$ cat config.mk
export PLATFORM = sky130hd
export DESIGN_NAME = cache_fill_ctrl
export DESIGN_NICKNAME = d
export VERILOG_FILES = /design/src/rtl/cache_fill_ctrl.sv
export SDC_FILE = /design/constraint.sdc
export NUM_CORES = 1
export LEC_CHECK = 0
export BUFFER_PORTS_ARGS = -buffer_cell sky130_fd_sc_hd__buf_2
export CORE_MARGIN = 5
export CORE_UTILIZATION = 55
export DETAILED_ROUTE_END_ITERATION = 8
export PLACE_DENSITY = 0.79
export SYNTH_ARGS = -nofsm -noshare
export SYNTH_HDL_FRONTEND = slang
export SYNTH_SLANG_ARGS = --single-unit
$ cat constraint.sdc
create_clock -name clk -period 3.8 [get_ports clk]
set_input_delay 0 -clock clk [delete_from_list [all_inputs] [get_ports clk]]
set_output_delay 0 -clock clk [all_outputs]
set_load 0.01 [all_outputs]
$ cat src/rtl/cache_fill_ctrl.sv
// Direct-mapped, 4-line x 8-byte cache fill controller.
// On a miss it fetches the whole line byte by byte (offsets 0..7) from backing
// memory, writing each byte into the data array, then commits tag and valid.
// Optional feature: define CACHE_FLUSH_EN to add the flush input, which
// invalidates every line (deferred until after the commit if a fill is running).
module cache_fill_ctrl #(
  parameter int unsigned ADDR_WIDTH = 12,
  parameter int unsigned TAG_WIDTH  = ADDR_WIDTH - 5
) (
  input  logic                  clk,
  input  logic                  reset_n,
`ifdef CACHE_FLUSH_EN
  input  logic                  flush,
`endif
  input  logic                  req,
  input  logic [ADDR_WIDTH-1:0] addr,
  output logic                  hit,
  output logic                  stall,
  output logic [1:0]            rdline,
  output logic [2:0]            rdoffset,
  output logic [1:0]            wrline,
  output logic [2:0]            wroffset,
  output logic [7:0]            wrdata,
  output logic                  wren,
  output logic                  mem_rd,
  output logic [ADDR_WIDTH-1:0] mem_addr,
  input  logic [7:0]            mem_data,
  input  logic                  mem_ack
);

  typedef enum logic [1:0] {StIdle, StFetch, StCommit} state_e;

  state_e               state_q, state_d;
  logic [3:0]           valid_q, valid_d;
  logic [TAG_WIDTH-1:0] tag_q [4];
  logic [TAG_WIDTH-1:0] fill_tag_q;
  logic [1:0]           fill_line_q;
  logic [2:0]           cnt_q;
  logic                 mem_rd_q;
  logic [ADDR_WIDTH-1:0] mem_addr_q;

  logic [TAG_WIDTH-1:0] addr_tag;
  logic [1:0]           addr_line;
  logic                 miss_start;
  logic                 ack_take;
  logic                 last_ack;

`ifdef CACHE_FLUSH_EN
  logic flush_pend_q, flush_pend_d;
`endif

  assign addr_tag  = addr[ADDR_WIDTH-1:5];
  assign addr_line = addr[4:3];
  assign rdline    = addr[4:3];
  assign rdoffset  = addr[2:0];
  assign mem_rd    = mem_rd_q;
  assign mem_addr  = mem_addr_q;

  // Lookup: hits are only reported while idle so a fill in progress always stalls.
  always_comb begin
    hit = req & valid_q[addr_line] & (tag_q[addr_line] == addr_tag) & (state_q == StIdle);
`ifdef CACHE_FLUSH_EN
    if (flush) hit = 1'b0;
`endif
    stall = req & ~hit;
  end

  // Fill events: start of a miss, an accepted memory byte, and the final byte.
  always_comb begin
    miss_start = (state_q == StIdle) & stall;
    ack_take   = (state_q == StFetch) & mem_rd_q & mem_ack;
    last_ack   = ack_take & (cnt_q == 3'd7);
  end

  // Next-state logic.
  always_comb begin
    state_d = state_q;
    unique case (state_q)
      StIdle:   if (miss_start) state_d = StFetch;
      StFetch:  if (last_ack) state_d = StCommit;
      StCommit: state_d = StIdle;
      default:  state_d = StIdle;
    endcase
  end

  // State register.
  always_ff @(posedge clk or negedge reset_n) begin
    if (!reset_n) state_q <= StIdle;
    else          state_q <= state_d;
  end

  // Valid-bit next state: clear on miss, set on commit, flush overrides both.
  always_comb begin
    valid_d = valid_q;
    if (miss_start) valid_d[addr_line] = 1'b0;
    if (state_q == StCommit) valid_d[fill_line_q] = 1'b1;
`ifdef CACHE_FLUSH_EN
    flush_pend_d = flush_pend_q;
    if (state_q == StCommit) begin
      flush_pend_d = 1'b0;
      if (flush_pend_q || flush) valid_d = '0;
    end else if (state_q == StFetch) begin
      if (flush) flush_pend_d = 1'b1;
    end else if (flush) begin
      valid_d = '0;
    end
`endif
  end

  // Valid bits and tags.
  always_ff @(posedge clk or negedge reset_n) begin
    if (!reset_n) begin
      valid_q <= '0;
      for (int i = 0; i < 4; i++) tag_q[i] <= '0;
    end else begin
      valid_q <= valid_d;
      if (state_q == StCommit) tag_q[fill_line_q] <= fill_tag_q;
    end
  end

`ifdef CACHE_FLUSH_EN
  // Flush requested mid-fill is held until the commit.
  always_ff @(posedge clk or negedge reset_n) begin
    if (!reset_n) flush_pend_q <= 1'b0;
    else          flush_pend_q <= flush_pend_d;
  end
`endif

  // Fill sequencer: captures the missing line and walks cnt through the bytes.
  // After each ack mem_rd drops for one cycle, then the next byte is requested.
  always_ff @(posedge clk or negedge reset_n) begin
    if (!reset_n) begin
      fill_tag_q  <= '0;
      fill_line_q <= '0;
      cnt_q       <= '0;
      mem_rd_q    <= 1'b0;
      mem_addr_q  <= '0;
    end else if (miss_start) begin
      fill_tag_q  <= addr_tag;
      fill_line_q <= addr_line;
      cnt_q       <= '0;
      mem_rd_q    <= 1'b1;
      mem_addr_q  <= {addr_tag, addr_line, 3'd0};
    end else if (state_q == StFetch) begin
      if (ack_take) begin
        mem_rd_q <= 1'b0;
        if (!last_ack) begin
          cnt_q      <= cnt_q + 3'd1;
          mem_addr_q <= {fill_tag_q, fill_line_q, cnt_q + 3'd1};
        end
      end else if (!mem_rd_q) begin
        mem_rd_q <= 1'b1;
      end
    end
  end

  // Data-array write port: one registered pulse per accepted byte.
  always_ff @(posedge clk or negedge reset_n) begin
    if (!reset_n) begin
      wren     <= 1'b0;
      wrdata   <= '0;
      wrline   <= '0;
      wroffset <= '0;
    end else begin
      wren <= ack_take;
      if (ack_take) begin
        wrdata   <= mem_data;
        wrline   <= fill_line_q;
        wroffset <= cnt_q;
      end
    end
  end

endmodule

==> results.toml <==
[outcome]
outcome = "completed"

[grt]
grt_usage_pct = 19.4
antenna_found_initial = 0
grt.overflow.total = 0
grt_start_max_net_pins = 50
grt_first_pass_wirelength_mm = 11.0
grt_pass1_vias = 2235

[clock_tree]
cts_made_buffers = 9
insertion_delay_ns = 0.34
cts_resized = 0
clock_sinks = 70
ctsHtreeMaxLevel = 3
cts_buffer_depth = 2
path_clk_slew_ns = 0.07
cts_tree = "built"
cts_setup_buffers = 0
cts-root-buf = "clkbuf_8"

[placed_design]
hpwl_mm = 4.44
dp.cells = 366
pre_cts_slack_ns = 1.27
place_area_um2 = 3500
io_buffers = 51
place_congestion = 0.847

[sta]
hold_viol_final = 0
rsz0062_at_grt = "no"
setup_viol = 0
slew_viol_final = 0
fin_tns_setup_ns = 0
hold-worst-slack_ns = 0.0000219
worst_pin_slew_ns = 1.13
setup_ws_ns = 1.30
fmax_mhz = 399
skew_ns = 0.0113
layout_min_cycle_time_ns = 2.50
relSlewSlack_pct = 24.5
fin_crit_sh_pct = 65.9

[synth]
syn_area_um2 = 3220
synthCells = 255
synth_edf_count = 0
synth_ff_type = "dfrtp_1"
yosysWarnings = 0
async_flop_share_pct = 100
yosys_register_bits = 70
syn_nets = 281
ys_seq_area_share_pct = 54.5
syn_area_per_cell_um2 = 12.6
ys_types = 38

[floorplanning]
rows = 27
io_pins = 58
dieWidth_um = 86.5
die_area_um2 = 7480
core_um2 = 5610
start_util_pct = 57.3
die_y_um = 86.5

[layout]
layout_common_cells = "dfrtp_1 (70), buf_2 (51), nand2_1 (45), mux2_2 (37), dlygate4sd3_1 (15)"
n_fill_cell = 427
post_layout_nonfiller_instances = 397
mostFrequentLayoutCell = "dfrtp_1"
fin_area_um2 = 3870
fin_nets = 346
diodes = 0
drive_gt1_share_pct = 39.7
syn_to_final_growth_pct = 20.5
post-route-util_pct = 69.1

[route]
drtAntennaViolNets = 0
drt-total-wl_mm = 6.54
drc = 0
vias = 2157
first_iter_violations = 108
drtPass1Iterations = 4
avgViaCountPerCell = 5.43
wl_per_cell_um = 16.5

[setup_path]
crit_start = "tag_q[2]$_DFFE_PN0P_"
crit-reg2reg-launch = "tag_q[2]$_DFFE_PN0P_"
r2r-end = "mem_addr[7]$_DFFE_PN0P_"
rrSetupSlack_ns = 1.30
crit_end = "mem_addr[7]$_DFFE_PN0P_"
cp_max_fo = 14
cp_data_arrival_time_ns = 2.73
setup.worst_path.end_class = "flip-flop"
crit_type = "flip-flop to flip-flop"
reg2reg_depth = 7
start_kind = "flip-flop"
required_ns = 4.03

[flow_run]
drv_cap = 0

[power_and_ir_drop]
peakVddDrop_uv = 345
p_leak_nw = 1.92
power_mw = 2.52
pwr_density_cell_nw_per_um2 = 649

[hold_path]
hp-class = "input port to output port"
## worst min path at each step
stage	startpoint	endpoint	slack, ns	depth (start not counted)
after floorplan	reset_n	cnt_q[0]$_DFFE_PN0P_	-0.30	0
after global placement	addr[1]	rdoffset[1]	0.00007	0
after detailed placement	addr[1]	rdoffset[1]	0.00007	0
after CTS	addr[1]	rdoffset[1]	0.00007	0
after global routing	addr[2]	rdoffset[2]	0.00006	0
final	addr[1]	rdoffset[1]	0.00002	0
## routing by layer
metal  share of wire, %  vias up  global-route usage, %
met2                 47       49                   30.5
met4                2.3        0                   9.92
met5                  0        -                      0
met1                 45     1090                   25.5
met3                5.2       15                   3.80
li1                   -     1003                      -
## where the power goes
part | leakage [nW] | internal, mW | switching (mW)
combinational | 0.916 | 0.374 | 0.361
clock | 0.109 | 0.375 | 0.266
sequential | 0.899 | 0.962 | 0.177
## state kept, by name, indices dropped and copies added (netlist names), 3 cells and up
name,flops
tag_q,28
mem_addr,10
wrdata,8
fill_tag_q,7
valid_q,4
wroffset,3
## cells by family after synthesis
| logic type | share of synthesized area [%] |
|---|---|
| buf+inv | 4.12 |
| fa+ha+maj | 0.778 |
| xor+xnor | 3.00 |
| compound gates | 3.23 |
| mux | 23.8 |
| flops | 54.5 |
| simple gates | 10.6 |
## worst max-delay path, cell delays in order (launching register included)
cell and delay, ns:
dfrtp_1 0.37, mux4_2 0.47, xnor2_1 0.16, nand4_1 0.16
nor4_4 0.07, nor2_2 0.45, buf_4 0.35, mux2_2 0.36
## Yosys cell counts, types with 3 or more instances
| cell type | n | share of area [%] |
|---|---|---|
| dfrtp_1 | 70 | 54 |
| nand2_1 | 45 | 5.3 |
| mux2_2 | 37 | 13 |
| clkbuf_1 | 8 | 0.93 |
| inv_1 | 8 | 0.93 |
| mux2_4 | 8 | 3.7 |
| o21ai_0 | 8 | 1.2 |
| mux2i_1 | 7 | 2.2 |
| xnor2_1 | 7 | 1.9 |
| mux4_2 | 6 | 4.2 |
| buf_4 | 5 | 1.2 |
| nor2_1 | 5 | 0.58 |
| xor2_1 | 4 | 1.1 |
| a31oi_1 | 3 | 0.58 |
## timing repair
item                                   4_1_cts  5_1_grt
hold buffers                                15        0
setup endpoints to repair                    0        0
endpoints found under the hold margin       67        0
## final cells by class
class	count	area (µm²)	share of cell area, %
multi-input cells	159	1330	34.4
clock inverters	2	37.5	0.969
inverters	8	30.0	0.775
flip-flops and latches	70	1750	45.2
well taps	72	90.1	2.33
repair buffers	72	450	11.6
clock buffers	14	183	4.72
Note: power is estimated with default switching activity, not from simulation.
